[src/rtl/pmp_gate.sv]
// pmp_gate: PMP check stage in front of the data RAM.
// A request is latched, checked against four PMP entries, then forwarded to the RAM or faulted locally.
module pmp_gate #(
  parameter int ENTRIES = 4,
  parameter int ADDR_W  = 32,
  parameter int DATA_W  = 32
) (
  input  logic              clk,
  input  logic              rst,
  input  logic              req_i,
  input  logic              we_i,
  input  logic              ifetch_i,
  input  logic              priv_m_i,
  input  logic [ADDR_W-1:0] addr_i,
  input  logic [DATA_W-1:0] data_i,
  output logic              ready_o,
  output logic              ack_o,
  output logic              fault_o,
  output logic [DATA_W-1:0] rdata_o,
  output logic              ram_req_o,
  output logic              ram_we_o,
  output logic [ADDR_W-1:0] ram_addr_o,
  output logic [DATA_W-1:0] ram_data_o,
  input  logic [DATA_W-1:0] ram_data_i,
  input  logic              ram_ack_i,
  input  logic              csr_we_i,
  input  logic [11:0]       csr_waddr_i,
  input  logic [31:0]       csr_wdata_i,
  input  logic [11:0]       csr_raddr_i,
  output logic [31:0]       csr_rdata_o
);
  localparam int AW = ADDR_W - 2;
  typedef enum logic [1:0] {IDLE, CHECK, ACCESS} state_t;
  state_t              r_state;
  logic [7:0]          r_cfg [ENTRIES];
  logic [AW-1:0]       r_pa  [ENTRIES];
  logic                r_we, r_if, r_pm, r_ready, r_ack, r_fault, r_ram_req, r_ram_we;
  logic [ADDR_W-1:0]   r_addr, r_ram_addr;
  logic [DATA_W-1:0]   r_data, r_rdata, r_ram_data;
  logic [AW-1:0]       w_w;
  logic [ENTRIES-1:0]  w_match, w_alock;
  logic                w_hit, w_perm, w_allow;
  logic [7:0]          w_sel;
  assign w_w = r_addr[ADDR_W-1:2];
  for (genvar i = 0; i < ENTRIES; i++) begin : g_e
    logic [AW-1:0] w_lo, w_m;
    logic [1:0]    w_a;
    assign w_a  = r_cfg[i][4:3];
    assign w_lo = (i == 0) ? '0 : r_pa[(i + ENTRIES - 1) % ENTRIES];
    assign w_m  = r_pa[i] ^ (r_pa[i] + 1'b1);
    // An empty TOR range (lo >= hi) cannot satisfy lo <= w < hi, so no extra test is needed.
    assign w_match[i] = (w_a == 2'd1) ? (w_lo <= w_w && w_w < r_pa[i]) :
                        (w_a == 2'd2) ? (w_w == r_pa[i]) :
                        (w_a == 2'd3) ? ((w_w & ~w_m) == (r_pa[i] & ~w_m)) : 1'b0;
    assign w_alock[i] = r_cfg[i][7] | ((i < ENTRIES - 1) && r_cfg[(i + 1) % ENTRIES][7] &&
                                       r_cfg[(i + 1) % ENTRIES][4:3] == 2'd1);
  end
  always_comb begin
    w_hit = 1'b0;
    w_sel = '0;
    for (int i = ENTRIES - 1; i >= 0; i--)
      if (w_match[i]) begin
        w_hit = 1'b1;
        w_sel = r_cfg[i];
      end
  end
  assign w_perm  = r_if ? w_sel[2] : r_we ? w_sel[1] : w_sel[0];
  assign w_allow = !(r_if && r_we) && (w_hit ? ((r_pm && !w_sel[7]) || w_perm) : r_pm);
  assign csr_rdata_o = (csr_raddr_i == 12'h3A0) ? {r_cfg[3], r_cfg[2], r_cfg[1], r_cfg[0]} :
                       (csr_raddr_i[11:2] == 10'h0EC) ? 32'(r_pa[csr_raddr_i[1:0]]) : '0;
  always_ff @(posedge clk) begin
    if (rst) begin
      for (int i = 0; i < ENTRIES; i++) begin
        r_cfg[i] <= '0;
        r_pa[i]  <= '0;
      end
    end else if (csr_we_i) begin
      for (int i = 0; i < ENTRIES; i++) begin
        if (csr_waddr_i == 12'h3A0 && !r_cfg[i][7]) r_cfg[i] <= csr_wdata_i[8*i +: 8] & 8'h9F;
        if (csr_waddr_i == {10'h0EC, 2'(i)} && !w_alock[i]) r_pa[i] <= csr_wdata_i[AW-1:0];
      end
    end
  end
  always_ff @(posedge clk) begin
    if (rst) begin
      r_state    <= IDLE;
      r_ready    <= 1'b1;
      r_ack      <= 1'b0;
      r_fault    <= 1'b0;
      r_rdata    <= '0;
      r_ram_req  <= 1'b0;
      r_ram_we   <= 1'b0;
      r_ram_addr <= '0;
      r_ram_data <= '0;
      r_we       <= 1'b0;
      r_if       <= 1'b0;
      r_pm       <= 1'b0;
      r_addr     <= '0;
      r_data     <= '0;
    end else begin
      r_ack   <= 1'b0;
      r_fault <= 1'b0;
      r_rdata <= '0;
      case (r_state)
        IDLE: if (req_i) begin
          r_we    <= we_i;
          r_if    <= ifetch_i;
          r_pm    <= priv_m_i;
          r_addr  <= addr_i;
          r_data  <= data_i;
          r_ready <= 1'b0;
          r_state <= CHECK;
        end
        CHECK: if (w_allow) begin
          r_ram_req  <= 1'b1;
          r_ram_we   <= r_we;
          r_ram_addr <= r_addr;
          r_ram_data <= r_data;
          r_state    <= ACCESS;
        end else begin
          r_ack   <= 1'b1;
          r_fault <= 1'b1;
          r_ready <= 1'b1;
          r_state <= IDLE;
        end
        ACCESS: if (ram_ack_i) begin
          r_ram_req <= 1'b0;
          r_ram_we  <= 1'b0;
          r_ack     <= 1'b1;
          r_rdata   <= r_we ? '0 : ram_data_i;
          r_ready   <= 1'b1;
          r_state   <= IDLE;
        end
        default: r_state <= IDLE;
      endcase
    end
  end
  assign ready_o    = r_ready;
  assign ack_o      = r_ack;
  assign fault_o    = r_fault;
  assign rdata_o    = r_rdata;
  assign ram_req_o  = r_ram_req;
  assign ram_we_o   = r_ram_we;
  assign ram_addr_o = r_ram_addr;
  assign ram_data_o = r_ram_data;
endmodule

[config.mk]
export PLATFORM = sky130hd
export DESIGN_NAME = pmp_gate
export DESIGN_NICKNAME = d
export VERILOG_FILES = /design/src/rtl/pmp_gate.sv
export SDC_FILE = /design/constraint.sdc
export NUM_CORES = 1
export LEC_CHECK = 0
export ABC_AREA = 1
export ABC_CLOCK_PERIOD_IN_PS = 4000
export CORE_MARGIN = 2
export CORE_UTILIZATION = 35
export DETAILED_ROUTE_END_ITERATION = 8
export HOLD_SLACK_MARGIN = 0.12
export SKIP_LAST_GASP = 1
export SLEW_MARGIN = 20
export SYNTH_ARGS = -nofsm -noshare
export SYNTH_HDL_FRONTEND = slang
export SYNTH_SLANG_ARGS = --single-unit
[constraint.sdc]
create_clock -name clk -period 4 [get_ports clk]
set_input_delay 1 -clock clk [delete_from_list [all_inputs] [get_ports clk]]
set_output_delay 1 -clock clk [all_outputs]
set_load 0.005 [all_outputs]
# --- Word-level counts from Yosys, hierarchy flattened ---
# Memory sizes are Yosys's and may differ from the RTL's.
# Cells that the tools add are included.
op_classes:
  add_sub_neg: 4
  n_bitwise: 30
  mux: 83
  reduce_logical: 38
  n_lt_le_gt_ge: 8
  n_eq_ne: 33
op_table:
  columns: ["operator", "count"]
  rows:
  - ["AND 30 bit", 8]
  - ["== test 30 bit", 8]
  - ["two-way mux 30 bit", 5]
  - ["adder 30 x 1 -> 30 bit (second input constant)", 4]
  - ["less-than comparator 30 bit", 4]
  - ["inverter 30 bit", 4]
  - ["XOR 30 bit", 4]
  - ["less-or-equal comparator 30 bit", 3]
  - ["== test 12 x 10 -> 1 bit (second input constant)", 6]
  - ["two-way mux 1 bit", 61]
  - ["two-way mux 32 bit", 1]
  - ["two-way mux 8 bit", 4]
  - ["less-or-equal comparator 1 x 30 -> 1 bit (first input constant)", 1]
  - ["two-way mux 6 bit", 4]
  - ["== test 2 bit (second input constant)", 9]
  - ["logical AND 1 bit", 18]
  - ["bitwise OR 1 bit", 11]
  - ["== test 10 x 8 -> 1 bit (second input constant)", 1]
  - ["== test 2 x 1 -> 1 bit (second input constant)", 5]
  - ["zero test 1 bit", 9]
  - ["inequality test 2 bit (second input constant)", 4]
  - ["two-way mux 2 bit", 3]
  - ["one-hot mux 1 bit (2 select lines)", 3]
  - ["one-hot mux 2 bit (3 select lines)", 1]
  - ["other kinds (11)", 15]
totals:
  mem_count: 2
  inputBits: 160
  out_inout_bits: 133
  register_bits: 170
  wordCells: 212
  ramBits: 144
memory_table:
  columns: ["name", "words", "word_bits", "rd", "rd_clocked_by_memory_dff", "wr", "line", "source"]
  rows:
  - ["r_pa", 4, 30, 5, 0, 4, "36", "logic [AW-1:0] r_pa [ENTRIES];"]
  - ["r_cfg", 4, 6, 4, 0, 4, "35", "logic [7:0] r_cfg [ENTRIES];"]

# --- Longest topological paths before layout ---
# An unclocked memory read counts as a cell.
logic_depth:
  depth_word: 20
  mapped_depth: 39
  depth_no_buf: 38

# --- Worst setup path before layout ---
# OpenSTA, ideal clock, no wires.
synth_path:
  path_kind: "reg2reg"
  startpoint: "mem r_pa[2][1] (netlist bit)"
  endpoint: "reg r_ram_addr[14], in the netlist ram_addr_o[14]"
  n_path_buf: 2
  arrival_ps: 4261
  required_ps: 3930
  period_less_slack_ps: 4332
  setup_time_ps: 70
  path_stages_with_launch: 36
  path_slack_ps: -332
  cell_sequence: "edfxtp_1 > inv_1 > nor3_1 > nand3_1 > nor3_1 > inv_1 > nor2_1 > nand4_1 > nor2_1 > nand2_1 > nor2_1 > nand2_1 > nor2_1 > nand2_1 > or3_1 > ha_1 > or2_2 > nand4_1 > nand2_1 > nor2_1 > nand3_1 > nor2_1 > nand3_1 > nand3_2 > inv_1 > nand2_1 > nand2_1 > nand2_1 > nand2_1 > nand3_1 > nand3_2 > nand3_4 > buf_6 > buf_2 > nand2_1 > a21oi_1"
synth_rtl:
  columns: ["item", "line", "source"]
  rows:
  - ["from (decl)", "36", null]
  - ["to (signal assigned)", "117", "r_ram_addr <= r_addr;"]
  - ["to (decl)", "38", "logic [ADDR_W-1:0] r_addr, r_ram_addr;"]

==> flow_summary.json <==
{
  "grt_overflow": 0,
  "hold_start": "r_data[1]",
  "relSlewSlack_pct": 30.5,
  "grt_pass1_wl_um": 124000,
  "instances_no_fill": 4567,
  "seq_area_um2": 7730,
  "violations": "negative setup slack",
  "worst-slew-pin-transition_ns": 1.04,
  "syn_nets": 3508,
  "grt_usage_pct": 24.7,
  "cts_tree": "yes",
  "p_seq_share_pct": 38.4,
  "boundaryPins": 293,
  "dp_cells": 4441,
  "post-place-ws_ns": -1.39,
  "routed_wl_um": 83800,
  "ant_nets": 0,
  "max_freq_ghz": 0.196,
  "area_delta_synth_final_pct": 39.5,
  "avgSynthCellArea_um2": 7.12,
  "clk_latency_ns": 0.59,
  "htree_levels": 2,
  "p_leak_nw": 14.4,
  "clock-skew-final_ns": 0.0244,
  "reg2reg_depth": 34,
  "p_sw_mw": 3.00,
  "ys_ff_latch": 314,
  "drc": 0,
  "synthCells": 3106,
  "internal_power_mw": 6.45,
  "synth_ff_type": "dfxtp_1",
  "r2r-end": "ram_data_o[7]",
  "endpoint_kind": "flip-flop",
  "async_reset_ff_share_pct": 0,
  "grt_max_degree": 71,
  "worstSetupPathType": "reg2reg",
  "drv_slew": 0,
  "rsz0062_at_grt": "yes",
  "root_buffer": "clkbuf_16",
  "period_share_pct": 128,
  "critical_path_depth": 34,
  "crit_top_cell": "nand2_1",
  "power.share.combinational_pct": 22.8,
  "worstPathArrival_ns": 5.53,
  "cap_violations": 0,
  "fin_tns_setup_ns": -72.85,
  "startpoint_type": "flip-flop",
  "reg2reg_slack_ns": -1.10,
  "crit_path_top_delay_cell": "edfxtp_1",
  "cp_top_family": "simple AND/OR/NAND/NOR gates",
  "grt_pass1_vias": 21172,
  "wire_per_inst_um": 18.3,
  "place_congestion": 0.930,
  "crit_fanout": 8,
  "synth_area_um2": 22100,
  "num_antenna_cells": 0,
  "vdd_drop_max_uv": 318,
  "cts_max_path_buffers": 3,
  "numCtsBuffers": 39,
  "run_status": "finished with violations",
  "powerDensity_nw_per_um2": 306,
  "initial_utilization_pct": 35.3,
  "yosysSeqAreaShare_pct": 34.9,
  "drive_gt1_share_pct": 16.2,
  "worstReg2RegStart": "r_pa[1][0]",
  "die_area_um2": 65200,
  "min_path_type": "reg2reg",
  "antenna_found_initial": 2,
  "synth_cell_types": 45,
  "clock-sinks": 314,
  "synth_edf_count": 144,
  "drtPass1Iterations": 5,
  "drt_iter0_drc": 1691,
  "fin_crit_ns": 5.10,
  "nNetsFinal": 4092,
  "synth_warnings": 0,
  "cp.required_ns": 4.43,
  "critPathMaxStageDelay_ns": 0.38,
  "die_h_um": 255,
  "clockPowerShare_pct": 38.8,
  "swShare_pct": 31.7,
  "core.rowCount": 92,
  "die_w_um": 255,
  "coreArea_um2": 62700,
  "routed_via_density": 4.96,
  "finalWorstSetupSlack_ns": -1.10,
  "setup_viol": 76,
  "n_fill_cell": 6204,
  "multi_input_area_um2": 13000,
  "startpoint": "r_pa[1][0]",
  "hpwlAfterDp_um": 63300,
  "dr_total_vias": 22673,
  "cts.clk_slew.worst_paths_ns": 0.06,
  "cp_num_buf_inv": 5,
  "crit_end": "ram_data_o[7]",
  "portBuffers": 290,
  "hold_viol_final": 0
}
==> power groups by stage <==
| stage | logic, mW | registers (mW) | clock network [mW] |
|---|---|---|---|
| after global routing | 2.39 | 3.65 | 3.85 |
| after detailed placement | 2.04 | 3.69 | 0 |
| final | 2.15 | 3.63 | 3.67 |
| after floorplan | 1.16 | 3.69 | 0 |
| after global placement | 2.01 | 3.69 | 0 |
| after CTS | 2.08 | 3.63 | 3.73 |
==> through the flow <==
stage,util (%),cell area [µm²],power (mW),hold slack [ns]
floorplan,-,22200,4.85,0.439
global placement,44.8,28100,5.71,0.447
detailed placement,44.8,28100,5.73,0.452
CTS,47.8,30000,9.43,0.461
global route,49.2,30900,9.88,0.473
finish,49.2,30900,9.45,0.456
==> flip-flops by register name (all words and copies together) (netlist names), 2 cells and up <==
name and cells:
r_pa 120, r_addr 32, r_data 32, r_state 2, ram_addr_o 32, rdata_o 32, r_cfg 24, ram_data_o 32
==> how the worst min path moves through the flow <==
stage / to / slack (ns) / depth (start not counted)
after floorplan: ram_addr_o[0] / 0.44 / 2
after global placement: ram_data_o[24] / 0.45 / 2
after detailed placement: ram_data_o[13] / 0.45 / 2
after global routing: ram_data_o[1] / 0.47 / 2
after CTS: ram_data_o[13] / 0.46 / 2
final: ram_data_o[1] / 0.46 / 2
==> layer usage <==
layer | part of all wire, % | track usage (%) | vias to the layer above | wire length [µm]
met5 | 0.016 | 0 | - | 13
met2 | 45 | 40.3 | 765 | 37800
met1 | 44 | 31.9 | 10386 | 36600
met3 | 7.6 | 5.57 | 151 | 6380
li1 | - | - | 11369 | -
met4 | 3.6 | 8.64 | 2 | 2980
==> area by class of cell <==
type	instances	area share (%)
multi-input cells	2236	42.1
flip-flops and latches	314	25.0
repair buffers	653	19.7
inverters	446	5.46
clock buffers	55	3.83
well taps	846	3.43
clock inverters	17	0.462
==> Yosys cell counts (5+ instances only) <==
library cell  instances  area (µm²)
buf_4                 8        60.1
a221oi_1              6        52.6
ha_1                242        3030
xor2_1               20         175
nand3_1             165         826
nand3_2               7        70.1
edfxtp_1            144        4320
buf_2                26         130
a21oi_1             218        1090
inv_2                11        41.3
o21ai_1               5        25.0
dfxtp_1             170        3400
xnor2_1              11        96.3
o32ai_1              21         184
nand4_1             113         707
or2_1                27         169
nand2_1             764        2870
buf_6                 7        78.8
o21ai_0             137         686
nor2_1              388        1460
nor3_1               25         125
or2_2                27         169
nand3b_1              9        67.6
inv_1               434        1630
nor4_1               18         113
clkbuf_1             68         255
a21o_1                5        37.5
==> kinds of logic (layout without fill, tap and decap cells) <==
group | after synthesis | after routing | share of synthesized area (%)
AO/OA/AOI/OAI | 401 | 401 | 9.70
XOR/XNOR | 31 | 31 | 1.23
adder cells (fa/ha/maj) | 242 | 242 | 13.7
buffers and inverters | 556 | 1171 | 9.95
flip-flops | 314 | 314 | 34.9
other | 1 | 1 | 0.0169
AND/OR/NAND/NOR | 1561 | 1561 | 30.5
==> layout by cell type, fill, tap and decap left out, types with 7 or more instances in the layout <==
cell type	netlist	routed
clkbuf_16	0	47
dfxtp_1	170	170
nand4_1	113	113
a21oi_1	218	204
xnor2_1	11	11
nand2_1	764	742
nor3_4	0	7
buf_4	8	330
inv_2	11	19
or2_1	27	27
xor2_1	20	20
inv_1	434	425
nor2_1	388	370
o32ai_2	0	12
edfxtp_1	144	144
ha_1	242	239
o32ai_4	0	7
nand2_4	0	7
nand3b_1	9	9
dlymetal6s2s_1	0	28
nand2_2	0	15
nor4_1	18	17
a21oi_2	0	14
nand3_2	7	15
clkinv_2	0	7
nor2_2	2	13
clkdlybuf4s50_1	0	259
o21ai_0	137	135
buf_12	0	19
nor2_4	0	7
buf_6	7	9
or2_2	27	25
nor3_1	25	15
nand3_1	165	153
==> worst reg2reg max path, delay by kind of cell, from the launching register on <==
family,cells,cell delay [ns]
XOR/XNOR,1,0.19
flip-flops,1,0.38
adder cells (fa/ha/maj),1,0.30
buffers and inverters,5,0.70
AND/OR/NAND/NOR,25,3.27
AO/OA/AOI/OAI,2,0.13
==> timing repair <==
item	4_1_cts	5_1_grt
pin swaps	21	16
buffers inserted	31	24
setup endpoints to repair	101	101
gates cloned	1	5
hold endpoints to repair	0	0
hold buffers	0	0
gates resized for setup	72	121
(Power assumes the default switching activity.)
